File: src/rtl/mux2_arbiter_if.sv
// Bundle of the two 4-phase request/ack source ports and the valid/ready output channel.
// master: the arbiter side; slave: the producers/consumer side.
interface mux2_arbiter_if #(
  parameter int W = 8
);
  logic         req0;
  logic         req1;
  logic [W-1:0] x0;
  logic [W-1:0] x1;
  logic         ack0;
  logic         ack1;
  logic         b0;
  logic [W-1:0] z;
  logic         out_valid;
  logic         out_ready;

  modport master (
    input  req0, req1, x0, x1, out_ready,
    output ack0, ack1, b0, z, out_valid
  );

  modport slave (
    output req0, req1, x0, x1, out_ready,
    input  ack0, ack1, b0, z, out_valid
  );
endinterface

File: src/rtl/mux2_arbiter.sv
// Two-source arbiter driving a 2:1 mux select, registered output word and per-source 4-phase acks.
// Tie resolution: round-robin when MUX2_ARBITER_ROUND_ROBIN_EN is defined, else fixed priority to source 0.
module mux2_arbiter #(
  parameter int W = 8
) (
  input  logic            clock,
  input  logic            reset_,
  mux2_arbiter_if.master  bus
);

  typedef enum logic [1:0] {
    S_IDLE = 2'd0,
    S_SEND = 2'd1,
    S_ACK  = 2'd2
  } state_e;

  state_e       state_q, state_d;
  logic         last_q, last_d;
  logic         b0_q, b0_d;
  logic         out_valid_q, out_valid_d;
  logic         ack0_q, ack0_d;
  logic         ack1_q, ack1_d;
  logic [W-1:0] z_q, z_d;
  logic         win_s;
  logic         req_w_s;

  // Winner among the currently raised requests; b0_q remembers it for the rest of the transaction.
  always_comb begin
    win_s = 1'b0;
    case ({bus.req1, bus.req0})
      2'b01:   win_s = 1'b0;
      2'b10:   win_s = 1'b1;
`ifdef MUX2_ARBITER_ROUND_ROBIN_EN
      2'b11:   win_s = ~last_q;
`else
      2'b11:   win_s = 1'b0;
`endif
      default: win_s = 1'b0;
    endcase
    req_w_s = b0_q ? bus.req1 : bus.req0;
  end

  // Next-state and next-output computation for the IDLE/SEND/ACK sequence.
  always_comb begin
    state_d     = state_q;
    last_d      = last_q;
    b0_d        = b0_q;
    z_d         = z_q;
    out_valid_d = out_valid_q;
    ack0_d      = ack0_q;
    ack1_d      = ack1_q;
    case (state_q)
      S_IDLE: begin
        if (bus.req0 || bus.req1) begin
          b0_d        = win_s;
          z_d         = win_s ? bus.x1 : bus.x0;
          out_valid_d = 1'b1;
          state_d     = S_SEND;
        end else begin
          state_d = S_IDLE;
        end
      end
      S_SEND: begin
        if (bus.out_ready) begin
          out_valid_d = 1'b0;
          ack0_d      = ~b0_q;
          ack1_d      = b0_q;
          state_d     = S_ACK;
        end else begin
          state_d = S_SEND;
        end
      end
      S_ACK: begin
        // A request dropped early (during SEND) makes this a one-cycle ack pulse.
        if (!req_w_s) begin
          ack0_d  = 1'b0;
          ack1_d  = 1'b0;
          last_d  = b0_q;
          state_d = S_IDLE;
        end else begin
          state_d = S_ACK;
        end
      end
      default: begin
        state_d     = S_IDLE;
        out_valid_d = 1'b0;
        ack0_d      = 1'b0;
        ack1_d      = 1'b0;
      end
    endcase
  end

  // State and output registers; reset aborts any transaction without acking it.
  always_ff @(posedge clock or negedge reset_) begin
    if (!reset_) begin
      state_q     <= S_IDLE;
      last_q      <= 1'b1;
      b0_q        <= 1'b0;
      z_q         <= {W{1'b0}};
      out_valid_q <= 1'b0;
      ack0_q      <= 1'b0;
      ack1_q      <= 1'b0;
    end else begin
      state_q     <= state_d;
      last_q      <= last_d;
      b0_q        <= b0_d;
      z_q         <= z_d;
      out_valid_q <= out_valid_d;
      ack0_q      <= ack0_d;
      ack1_q      <= ack1_d;
    end
  end

  assign bus.b0        = b0_q;
  assign bus.z         = z_q;
  assign bus.out_valid = out_valid_q;
  assign bus.ack0      = ack0_q;
  assign bus.ack1      = ack1_q;

endmodule

File: src/flat_wrapper.sv
// flat-port wrapper written by rule: the top's interface ports become plain ports
module mux2_arbiter_flat 
#(
  parameter int W = 8
)
  (clock, reset_, bus_req0, bus_req1, bus_x0, bus_x1, bus_out_ready, bus_ack0, bus_ack1, bus_b0, bus_z, bus_out_valid);
  mux2_arbiter_if #(.W(W)) bus_i ();
  input  logic clock;
  input  logic reset_;
  input wire logic [$bits(bus_i.req0)-1:0] bus_req0;
  input wire logic [$bits(bus_i.req1)-1:0] bus_req1;
  input wire logic [$bits(bus_i.x0)-1:0] bus_x0;
  input wire logic [$bits(bus_i.x1)-1:0] bus_x1;
  input wire logic [$bits(bus_i.out_ready)-1:0] bus_out_ready;
  output wire logic [$bits(bus_i.ack0)-1:0] bus_ack0;
  output wire logic [$bits(bus_i.ack1)-1:0] bus_ack1;
  output wire logic [$bits(bus_i.b0)-1:0] bus_b0;
  output wire logic [$bits(bus_i.z)-1:0] bus_z;
  output wire logic [$bits(bus_i.out_valid)-1:0] bus_out_valid;
  assign bus_i.req0 = bus_req0;
  assign bus_i.req1 = bus_req1;
  assign bus_i.x0 = bus_x0;
  assign bus_i.x1 = bus_x1;
  assign bus_i.out_ready = bus_out_ready;
  assign bus_ack0 = bus_i.ack0;
  assign bus_ack1 = bus_i.ack1;
  assign bus_b0 = bus_i.b0;
  assign bus_z = bus_i.z;
  assign bus_out_valid = bus_i.out_valid;
  mux2_arbiter #(.W(W)) u_core (.clock(clock), .reset_(reset_), .bus(bus_i));
endmodule
File: config.mk
export PLATFORM = sky130hd
export DESIGN_NAME = mux2_arbiter_flat
export DESIGN_NICKNAME = d
export VERILOG_FILES = /design/src/rtl/mux2_arbiter_if.sv /design/src/rtl/mux2_arbiter.sv /design/src/flat_wrapper.sv
export SDC_FILE = /design/constraint.sdc
export NUM_CORES = 1
export LEC_CHECK = 0
export ABC_AREA = 1
export ABC_CLOCK_PERIOD_IN_PS = 2350
export CAP_MARGIN = 20
export CORE_MARGIN = 3
export CORE_UTILIZATION = 49
export DETAILED_ROUTE_END_ITERATION = 8
export DONT_BUFFER_PORTS = 1
export PLACE_DENSITY_LB_ADDON = 0.12
export SLEW_MARGIN = 20
export SYNTH_ARGS = -nofsm -noshare
export SYNTH_HDL_FRONTEND = slang
export SYNTH_SLANG_ARGS = --single-unit
File: constraint.sdc
create_clock -name clock -period 2.35 [get_ports clock]
set_input_delay 0.235 -clock clock [delete_from_list [all_inputs] [get_ports clock]]
set_output_delay 0.235 -clock clock [all_outputs]
set_load 0.005 [all_outputs]
==> impl_metrics.py, run 1 <==
metrics = {
    "outcome": {
        "status": "complete, no violations",
    },
    "routing": {
        "vias_per_cell": 5.56,
        "detail_route.first_pass.iterations": 4,
        "vias": 617,
        "route.detailed.wl_per_inst_um": 13.9,
        "antenna_violating_nets_post_route": 0,
        "wl_um": 1540,
        "detail_route.drc_violations": 0,
        "first_iter_violations": 6,
    },
    "yosys": {
        "synth.cell_area_um2": 692,
        "fraction_of_the_yosys_area_taken_by_sequential_cells": 0.506,
        "synthesis.area_per_instance_um2": 7.36,
        "ys.warnings.count": 0,
        "synth-seq-cells": 14,
        "netlist-cell-type-count": 13,
        "syn-instance-count": 94,
        "synth_nets": 115,
    },
    "clocking": {
        "cts_made_buffers": 3,
        "htreeDepth": 1,
        "clock_tree_from_tritoncts": "done",
        "cts_sink_count": 14,
        "clock_tree.buffer_depth": 2,
        "clk_root_buffer_cell": "sky130_fd_sc_hd__clkbuf_4",
        "cts.clk_slew.worst_paths_ps": 80,
        "cts.repair.resized": 0,
        "insertion_delay_ps": 280,
    },
    "floorplan": {
        "num_rows": 12,
        "die_w_um": 43.6,
        "start_util": 0.569,
        "floorplan.die_area_um2": 1900,
        "die_height_um": 43.6,
        "core_area_um2": 1220,
        "design.portCount": 33,
    },
    "critical_path": {
        "critPathMaxFanout": 13,
        "worstPathRequired_ps": 2530,
        "timing_worst_setup_path_type": "register to register",
        "worst_setup_path_end_kind": "register",
        "setup.worst_path.start_class": "register",
        "critical_path_at_ps": 1360,
    },
    "sta": {
        "grt_setup_unrepaired": "false",
        "fin_setup_tns_ps": 0,
        "period_minus_slack_ps": 1180,
        "drv_slew": 0,
        "post-route-period-util": 0.502,
        "worst_slew_pin_slew_ps": 624,
        "hold_violations": 0,
        "achievable-frequency_ghz": 0.847,
        "fin_skew_ps": 2.00,
        "timing.slew.headroom": 0.582,
        "finalSetupViolCount": 0,
    },
    "pwr": {
        "p_leak_nw": 0.415,
        "total_power_divided_by_cell_area_nw_per_um2": 1240,
        "irDropWorstVdd_mv": 0.749,
    },
    "finish": {
        "fin_nets": 119,
        "insertedDiodeCount": 0,
        "final_cells": 111,
        "layout-drive-gt1-share": 0.0928,
        "area_delta_synth_final_pct": 6.51,
    },
    "global_routing": {
        "first_global_vias": 587,
        "antenna_found_initial": 0,
        "wire_length_of_the_first_global_routing_pass_um": 2560,
        "total_congestion_overflow": 0,
        "grt_start_max_net_pins": 15,
        "grtUsageTotal": 0.180,
    },
    "flow_run": {
        "drv_cap": 0,
    },
    "placed_design": {
        "gp_congestion": 0.752,
        "post-dp-hpwl_um": 1120,
        "dp.cells": 106,
        "io_buffers": 0,
    },
    "worst_hold_path": {
        "min-delay-path-class": "input pin to register",
    },
}
-- synth_stat cells --
| cell | instances | area, µm² |
|---|---|---|
| sky130_fd_sc_hd__nor2_2 | 1 | 6.26 |
| sky130_fd_sc_hd__nand2_1 | 54 | 203 |
| sky130_fd_sc_hd__dfrtp_1 | 14 | 350 |
| sky130_fd_sc_hd__buf_6 | 1 | 11.3 |
| sky130_fd_sc_hd__nand2_2 | 1 | 6.26 |
| sky130_fd_sc_hd__inv_2 | 2 | 7.51 |
| sky130_fd_sc_hd__buf_4 | 1 | 7.51 |
| sky130_fd_sc_hd__nand3_1 | 9 | 45.0 |
| sky130_fd_sc_hd__nor2_1 | 3 | 11.3 |
| sky130_fd_sc_hd__inv_1 | 2 | 7.51 |
| sky130_fd_sc_hd__o21ai_0 | 3 | 15.0 |
| sky130_fd_sc_hd__o21ai_2 | 1 | 8.76 |
| sky130_fd_sc_hd__nand4_1 | 2 | 12.5 |
-- state kept, by name, indices dropped and copies added, names as in the netlist --
register              cells
u_core.state_q            2
u_core.bus.z              8
u_core.bus.ack1           1
u_core.bus.ack0           1
u_core.bus.b0             1
u_core.bus.out_valid      1
-- layout by cell type, fill, tap and decap left out --
cell type / instances
sky130_fd_sc_hd__nand2_2: 1
sky130_fd_sc_hd__dlygate4sd3_1: 1
sky130_fd_sc_hd__nand3_1: 9
sky130_fd_sc_hd__nor2_2: 1
sky130_fd_sc_hd__nand2_1: 54
sky130_fd_sc_hd__nand4_1: 2
sky130_fd_sc_hd__o21ai_0: 3
sky130_fd_sc_hd__inv_1: 2
sky130_fd_sc_hd__clkbuf_4: 3
sky130_fd_sc_hd__o21ai_2: 1
sky130_fd_sc_hd__nor2_1: 3
sky130_fd_sc_hd__inv_2: 2
sky130_fd_sc_hd__clkbuf_8: 1
sky130_fd_sc_hd__dfrtp_1: 14
-- power by group --
group	switching [mW]	internal [mW]	total, mW
Combinational	0.178	0.0943	0.273
Clock	0.0785	0.0943	0.173
Sequential	0.109	0.358	0.466
Total	0.366	0.546	0.912
-- metrics by stage --
step	area [µm²]	setup WS (ps)	total power, mW	utilization	hold WS (ps)
floorplan	692	1360	0.685	-	-60.6
global placement	691	1260	0.727	0.568	-60.2
detailed placement	691	1210	0.738	0.568	-60.2
CTS	737	1190	0.921	0.606	55.5
global route	737	1060	0.988	0.606	81.1
finish	737	1170	0.912	0.606	68.5
-- cell families after synthesis --
family          count (synthesis)  synth area share
flops                          14             0.506
buf+inv                         6            0.0488
simple gates                   70             0.410
compound gates                  4            0.0344
-- metal layers --
layer  global-route usage  up-vias  wire length, µm
met3                0.112        4              160
met5                    0        -                0
met2                0.244       30              680
met4               0.0602        0               20
li1                     -      302                -
met1                0.234      281              676
-- area by class of cell --
class / count / area (µm²)
fillers: 114 / 479
flip-flops and latches: 14 / 350
multi-input cells: 74 / 308
clock buffers: 4 / 36.3
well taps: 14 / 17.5
inverters: 4 / 15.0
repair buffers: 1 / 10.0
-- final timing paths --
kind | startpoint | end | slack (ps) | depth (start not counted)
max in group asynchronous | reset_ | u_core.bus.z[3]$_DFFE_PN0P_ | 1540 | 1
min | bus_out_ready | u_core.state_q[0]$_DFF_PN0_ | 70 | 1
max | u_core.state_q[0]$_DFF_PN0_ | u_core.bus.z[0]$_DFFE_PN0P_ | 1170 | 5
max reg2reg | u_core.state_q[0]$_DFF_PN0_ | u_core.bus.z[0]$_DFFE_PN0P_ | 1170 | 5
min in group asynchronous | reset_ | u_core.bus.ack1$_DFFE_PN0P_ | 410 | 1
min reg2reg | u_core.bus.ack0$_DFFE_PN0P_ | u_core.bus.ack0$_DFFE_PN0P_ | 510 | 2
-- critical path, stage by stage, from the launching register on --
cell and delay, ps:
sky130_fd_sc_hd__dfrtp_1 460, sky130_fd_sc_hd__nor2_2 90, sky130_fd_sc_hd__o21ai_2 210, sky130_fd_sc_hd__inv_2 160
sky130_fd_sc_hd__nand2_1 100, sky130_fd_sc_hd__nand2_1 50
-- timing repair --
item,CTS,global route
setup endpoints to repair,0,0
setup buffers,0,0
endpoints found under the hold margin,14,0
hold buffers,1,0
(Power assumes the default switching activity.)
==> run 2, diff against run 1 <==
ABC_CLOCK_PERIOD_IN_PS = 1100   (was 2350)
clock period = 1.1 ns   (was 2.35 ns; I/O delays follow)
==> run 2 against run 1 <==
Final cell count grew 2.7%. Combinational power grew to 2.7 times the previous value. Sequential cell count stayed put. Wire length up 5.4%. Worst hold slack got worse by 49 ps. Global-route usage rose by 0.53 points. Fmax increased by 13%. Sequential share of layout area down 1.8 points. Critical path depth is the same. Register-to-register slack lost 1100 ps. Critical endpoint is now u_core.bus.z[7]$_DFFE_PN0P_. Largest cell class unchanged.
==> impl_metrics.py, run 2 (synthesized netlist as in run 1, its figures left out) <==
metrics = {
    "sta": {
        "achievable-frequency_ghz": 0.953,
        "period_minus_slack_ps": 1050,
        "drv_slew": 0,
        "fin_skew_ps": 3.08,
        "finalSetupViolCount": 0,
        "worst_slew_pin_slew_ps": 639,
        "post-route-period-util": 0.954,
        "hold_violations": 0,
        "fin_ws_ps": 50.9,
        "timing.slew.headroom": 0.572,
        "fin_setup_tns_ps": 0,
        "grt_setup_unrepaired": "false",
    },
    "clocking": {
        "clock_tree_from_tritoncts": "done",
        "cts_made_buffers": 3,
        "insertion_delay_ps": 280,
        "clock_tree.buffer_depth": 2,
        "cts.clk_slew.worst_paths_ps": 80,
        "cts_sink_count": 14,
        "htreeDepth": 1,
        "clk_root_buffer_cell": "sky130_fd_sc_hd__clkbuf_4",
    },
    "floorplan": {
        "start_util": 0.569,
        "num_rows": 12,
        "die_height_um": 43.6,
        "floorplan.die_area_um2": 1900,
        "die_w_um": 43.6,
        "design.portCount": 33,
        "core_area_um2": 1220,
    },
    "outcome": {
        "status": "complete, no violations",
    },
    "worst_hold_path": {
        "min_path_cells": 3,
        "min-delay-path-class": "input pin to register",
    },
    "critical_path": {
        "timing_worst_setup_path_type": "register to register",
        "setup.worst_path.start_class": "register",
        "reg2reg_depth": 5,
        "crit_path_depth": 5,
        "crit_slowest_cell": "sky130_fd_sc_hd__dfrtp_2",
        "worstPathRequired_ps": 1270,
        "path_buf_inv": 1,
        "critical_path.most_common_cell": "sky130_fd_sc_hd__nand2_1",
        "critPathMaxFanout": 8,
        "timing.reg2reg.setup_slack_ps": 50,
        "critical_path.max_stage_delay_ps": 440,
        "worst_setup_path_end_kind": "register",
        "crit_family": "flip-flops",
        "cp_cell_sequence": "nor2_4 -> o21ai_4 -> buf_4 -> nand2_1 -> nand2_1",
        "critical_path_at_ps": 1220,
    },
    "routing": {
        "vias": 635,
        "detail_route.first_pass.iterations": 4,
        "route.detailed.wl_per_inst_um": 14.2,
        "detail_route.drc_violations": 0,
        "antenna_violating_nets_post_route": 0,
        "vias_per_cell": 5.57,
        "first_iter_violations": 15,
        "wl_um": 1620,
    },
    "finish": {
        "largest_register_ffs": 8,
        "layout.cell_area.non_filler_um2": 771,
        "fin_nets": 123,
        "final_common_cell": "sky130_fd_sc_hd__nand2_1",
        "area_delta_synth_final_pct": 11.4,
        "layout_common_cells": "54 x sky130_fd_sc_hd__nand2_1, 12 x sky130_fd_sc_hd__dfrtp_1, 9 x sky130_fd_sc_hd__nand3_1",
        "insertedDiodeCount": 0,
        "layout-drive-gt1-share": 0.130,
    },
    "global_routing": {
        "first_global_vias": 560,
        "grt_start_max_net_pins": 15,
        "antenna_found_initial": 0,
        "wire_length_of_the_first_global_routing_pass_um": 2540,
        "total_congestion_overflow": 0,
        "grtUsageTotal": 0.186,
    },
    "placed_design": {
        "dpl_cell_area_um2": 713,
        "post-dp-hpwl_um": 1140,
        "io_buffers": 0,
        "placement.setup.worst_slack_ps": 35.7,
        "gp_congestion": 0.777,
    },
    "flow_run": {
        "drv_cap": 0,
    },
    "pwr": {
        "comb_power_share": 0.363,
        "total_switching_power_mw": 0.819,
        "p_leak_nw": 0.425,
        "total_power_divided_by_cell_area_nw_per_um2": 2610,
        "clockPowerShare": 0.140,
        "power_switching_share": 0.407,
        "irDropWorstVdd_mv": 1.48,
        "power.share.sequential": 0.497,
        "p_int_mw": 1.19,
    },
}
## run 2: power by group through the flow
stage,sequential [mW],combinational [mW],clock [mW]
floorplan,0.947,0.517,0
global placement,0.990,0.651,0
detailed placement,0.991,0.676,0
CTS,0.981,0.697,0.292
global route,1.03,0.845,0.312
finish,0.999,0.730,0.281
## run 2: final cells by class
| cell class | count | area (µm²) |
|---|---|---|
| multi-input cells | 74 | 320 |
| flip-flops and latches | 14 | 353 |
| repair buffers | 5 | 42.5 |
| clock buffers | 3 | 22.5 |
| fillers | 115 | 445 |
| inverters | 4 | 15.0 |
| well taps | 14 | 17.5 |
## run 2: stage by stage
step | util | std cells | total power [mW] | hold slack, ps
final | 0.634 | 114 | 2.01 | 19.9
after global placement | 0.586 | 109 | 1.64 | -185
after global routing | 0.634 | 114 | 2.19 | 27.1
after CTS | 0.621 | 114 | 1.97 | 8.31
after floorplan | - | 94 | 1.46 | -186
after detailed placement | 0.586 | 109 | 1.67 | -185
## run 2: worst min-delay path, cell delays in order
cell	delay, ps
sky130_fd_sc_hd__o21ai_0	60
sky130_fd_sc_hd__nand2_1	60
sky130_fd_sc_hd__nand2_1	40
## run 2: worst paths after layout
| path | endpoint | start |
|---|---|---|
| max | u_core.bus.z[7]$_DFFE_PN0P_ | u_core.state_q[1]$_DFF_PN0_ |
| min | u_core.bus.out_valid$_DFFE_PN0P_ | bus_out_ready |
| max reg2reg | u_core.bus.z[7]$_DFFE_PN0P_ | u_core.state_q[1]$_DFF_PN0_ |
| min reg2reg | u_core.bus.out_valid$_DFFE_PN0P_ | u_core.bus.out_valid$_DFFE_PN0P_ |
| max in group asynchronous | u_core.state_q[1]$_DFF_PN0_ | reset_ |
| min in group asynchronous | u_core.state_q[0]$_DFF_PN0_ | reset_ |
## run 2: layer usage
metal | vias to the layer above | share of wire | GRT usage | wire, µm
li1 | 312 | - | - | -
met1 | 292 | 0.43 | 0.229 | 704
met2 | 27 | 0.47 | 0.262 | 755
met3 | 4 | 0.087 | 0.0996 | 141
met4 | 0 | 0.012 | 0.0904 | 19
met5 | - | 0 | 0 | 0
## run 2: what timing repair did
action | 4_1_cts | 5_1_grt
hold buffers | 2 | 0
setup buffers | 0 | 0
resized for setup | 0 | 4
endpoints found under the setup margin | 0 | 8
endpoints found under the hold margin | 18 | 0
==> run 3, diff against run 2 <==
CORE_UTILIZATION = 48   (was 49)
==> run 3 against run 2 <==
Combinational power down 12%. Sequential cell count did not move. Count of clock-buffer cells in the layout is 1 higher. Utilization decreased by 5.8 points. Sequential share of layout area shrank 0.18 points. Critical endpoint unchanged. Worst hold slack lost 13 ps. Fmax rose by 3.5%. Via count shrank 9.1%. Total power is 1.2% lower. Clock skew rose by 5.1 ps.
==> impl_metrics.py, run 3 (synthesized netlist as in run 1, its figures left out) <==
metrics = {
    "global_routing": {
        "grtUsageTotal": 0.167,
        "grt_start_max_net_pins": 15,
        "wire_length_of_the_first_global_routing_pass_um": 2360,
        "first_global_vias": 558,
        "total_congestion_overflow": 0,
        "antenna_found_initial": 0,
    },
    "critical_path": {
        "crit_family": "flip-flops",
        "setup.worst_path.start_class": "register",
        "critical_path_at_ps": 1230,
        "cp_cell_sequence": "nor2_4 -> o21ai_4 -> inv_2 -> nand2_1 -> nand2_1",
        "worstPathRequired_ps": 1320,
        "worst_setup_path_end_kind": "register",
        "critical_path.max_stage_delay_ps": 440,
        "critical_path.most_common_cell": "sky130_fd_sc_hd__nand2_1",
        "path_buf_inv": 1,
        "critPathMaxFanout": 13,
        "crit_slowest_cell": "sky130_fd_sc_hd__dfrtp_1",
        "timing_worst_setup_path_type": "register to register",
    },
    "pwr": {
        "power_switching_share": 0.389,
        "p_leak_nw": 0.426,
        "clockPowerShare": 0.184,
        "total_power_divided_by_cell_area_nw_per_um2": 2590,
        "comb_power_share": 0.325,
        "power.share.sequential": 0.492,
        "p_int_mw": 1.21,
        "irDropWorstVdd_mv": 1.34,
        "total_design_power_mw": 1.99,
        "total_switching_power_mw": 0.773,
    },
    "clocking": {
        "htreeDepth": 1,
        "clock_tree.buffer_depth": 2,
        "insertion_delay_ps": 280,
        "cts.clk_slew.worst_paths_ps": 90,
        "cts_made_buffers": 3,
        "clk_root_buffer_cell": "sky130_fd_sc_hd__clkbuf_4",
        "clock_tree_from_tritoncts": "done",
        "cts_sink_count": 14,
        "postCtsSetupBuffers": 0,
    },
    "sta": {
        "drv_slew": 0,
        "grt_setup_unrepaired": "true",
        "timing.slew.headroom": 0.587,
        "worst_slew_pin_slew_ps": 618,
        "fin_ws_ps": 85.9,
        "achievable-frequency_ghz": 0.986,
        "hold_violations": 0,
        "period_minus_slack_ps": 1010,
        "fin_skew_ps": 8.13,
        "finalSetupViolCount": 0,
        "post-route-period-util": 0.922,
    },
    "finish": {
        "layout_common_cells": "54 x sky130_fd_sc_hd__nand2_1, 14 x sky130_fd_sc_hd__dfrtp_1, 9 x sky130_fd_sc_hd__nand3_1",
        "multi_input_area_um2": 320,
        "insertedDiodeCount": 0,
        "area_delta_synth_final_pct": 11.0,
        "final_common_cell": "sky130_fd_sc_hd__nand2_1",
        "fill_cells": 126,
        "sequential_cell_area_um2": 350,
        "layout-drive-gt1-share": 0.111,
        "fin_nets": 121,
        "layout.cell_area.non_filler_um2": 768,
        "largest_register_ffs": 8,
    },
    "routing": {
        "detail_route.first_pass.iterations": 6,
        "first_iter_violations": 6,
        "vias_per_cell": 5.06,
        "route.detailed.wl_per_inst_um": 12.1,
        "detail_route.drc_violations": 0,
        "wl_um": 1380,
        "detailroute.wirelength.met3_um": 123,
        "antenna_violating_nets_post_route": 0,
        "vias": 577,
        "met2_wirelength_from_detailed_routing_um": 665,
        "top_layer_used": "met4",
        "wl_met1_um": 567,
    },
    "floorplan": {
        "die_w_um": 44.0,
        "num_rows": 13,
        "design.portCount": 33,
        "floorplan.die_area_um2": 1930,
        "core_area_um2": 1330,
        "start_util": 0.519,
        "die_height_um": 44.0,
    },
    "placed_design": {
        "gp_congestion": 0.712,
        "post-dp-hpwl_um": 1030,
        "io_buffers": 0,
        "dpl_cell_area_um2": 699,
        "placement.setup.worst_slack_ps": 53.9,
    },
    "flow_run": {
        "drv_cap": 0,
    },
    "worst_hold_path": {
        "min-delay-path-class": "input pin to register",
    },
    "outcome": {
        "status": "complete, no violations",
    },
}
==> run 3: cell count changes in the layout (fill, tap and decap cells not counted), sizes merged <==
cell    delta
buf        -2
clkbuf     +1
==> run 3: power by group through the flow <==
stage / Combinational [mW] / Sequential [mW] / Clock (mW)
final: 0.645 / 0.977 / 0.365
after global routing: 0.760 / 1.03 / 0.401
after CTS: 0.623 / 0.972 / 0.375
after detailed placement: 0.601 / 0.982 / 0
after global placement: 0.594 / 0.979 / 0
after floorplan: 0.517 / 0.947 / 0
==> run 3: path summary, 6_finish.rpt <==
check,start,to,slack (ps),cells past startpoint
max,u_core.state_q[1]$_DFF_PN0_,u_core.bus.z[7]$_DFFE_PN0P_,90,5
min,bus_out_ready,u_core.bus.out_valid$_DFFE_PN0P_,6,3
max reg2reg,u_core.state_q[1]$_DFF_PN0_,u_core.bus.z[7]$_DFFE_PN0P_,90,5
min reg2reg,u_core.bus.ack1$_DFFE_PN0P_,u_core.bus.ack1$_DFFE_PN0P_,500,2
max in group asynchronous,reset_,u_core.bus.z[7]$_DFFE_PN0P_,420,1
min in group asynchronous,reset_,u_core.bus.z[1]$_DFFE_PN0P_,280,1
==> run 3: layer usage <==
layer / GRT usage / vias up
met5: 0 / -
met4: 0.0904 / 0
met3: 0.0581 / 4
met2: 0.265 / 28
met1: 0.197 / 240
li1: - / 305
==> run 3: timing repair <==
action,4_1_cts,5_1_grt
setup endpoints to repair,0,8
hold endpoints to repair,18,0
hold buffers,2,0
gates resized for setup,0,3
==> run 3: final cells by class <==
class | count | share of cell area
multi-input combinational | 74 | 0.417
clock buffer | 4 | 0.0472
timing repair buffer | 3 | 0.0358
sequential | 14 | 0.456
inverter | 4 | 0.0195
tap | 15 | 0.0244
==> run 3: metrics by stage <==
| stage | utilization | TNS, ps | hold WS (ps) | instances |
|---|---|---|---|---|
| 3_3_place_gp | 0.524 | 0 | -185 | 108 |
| 6_report | 0.576 | 0 | 6.49 | 114 |
| 3_5_place_dp | 0.524 | 0 | -185 | 108 |
| 5_1_grt | 0.576 | -12.7 | 34.8 | 114 |
| 4_1_cts | 0.567 | 0 | 2.47 | 114 |
| 2_1_floorplan | - | 0 | -186 | 94 |
==> run 3: worst register-to-register path, cell delays in order (launching register included) <==
cell and delay [ps]:
sky130_fd_sc_hd__dfrtp_1 440, sky130_fd_sc_hd__nor2_4 140, sky130_fd_sc_hd__o21ai_4 120, sky130_fd_sc_hd__inv_2 140, sky130_fd_sc_hd__nand2_1 70, sky130_fd_sc_hd__nand2_1 60
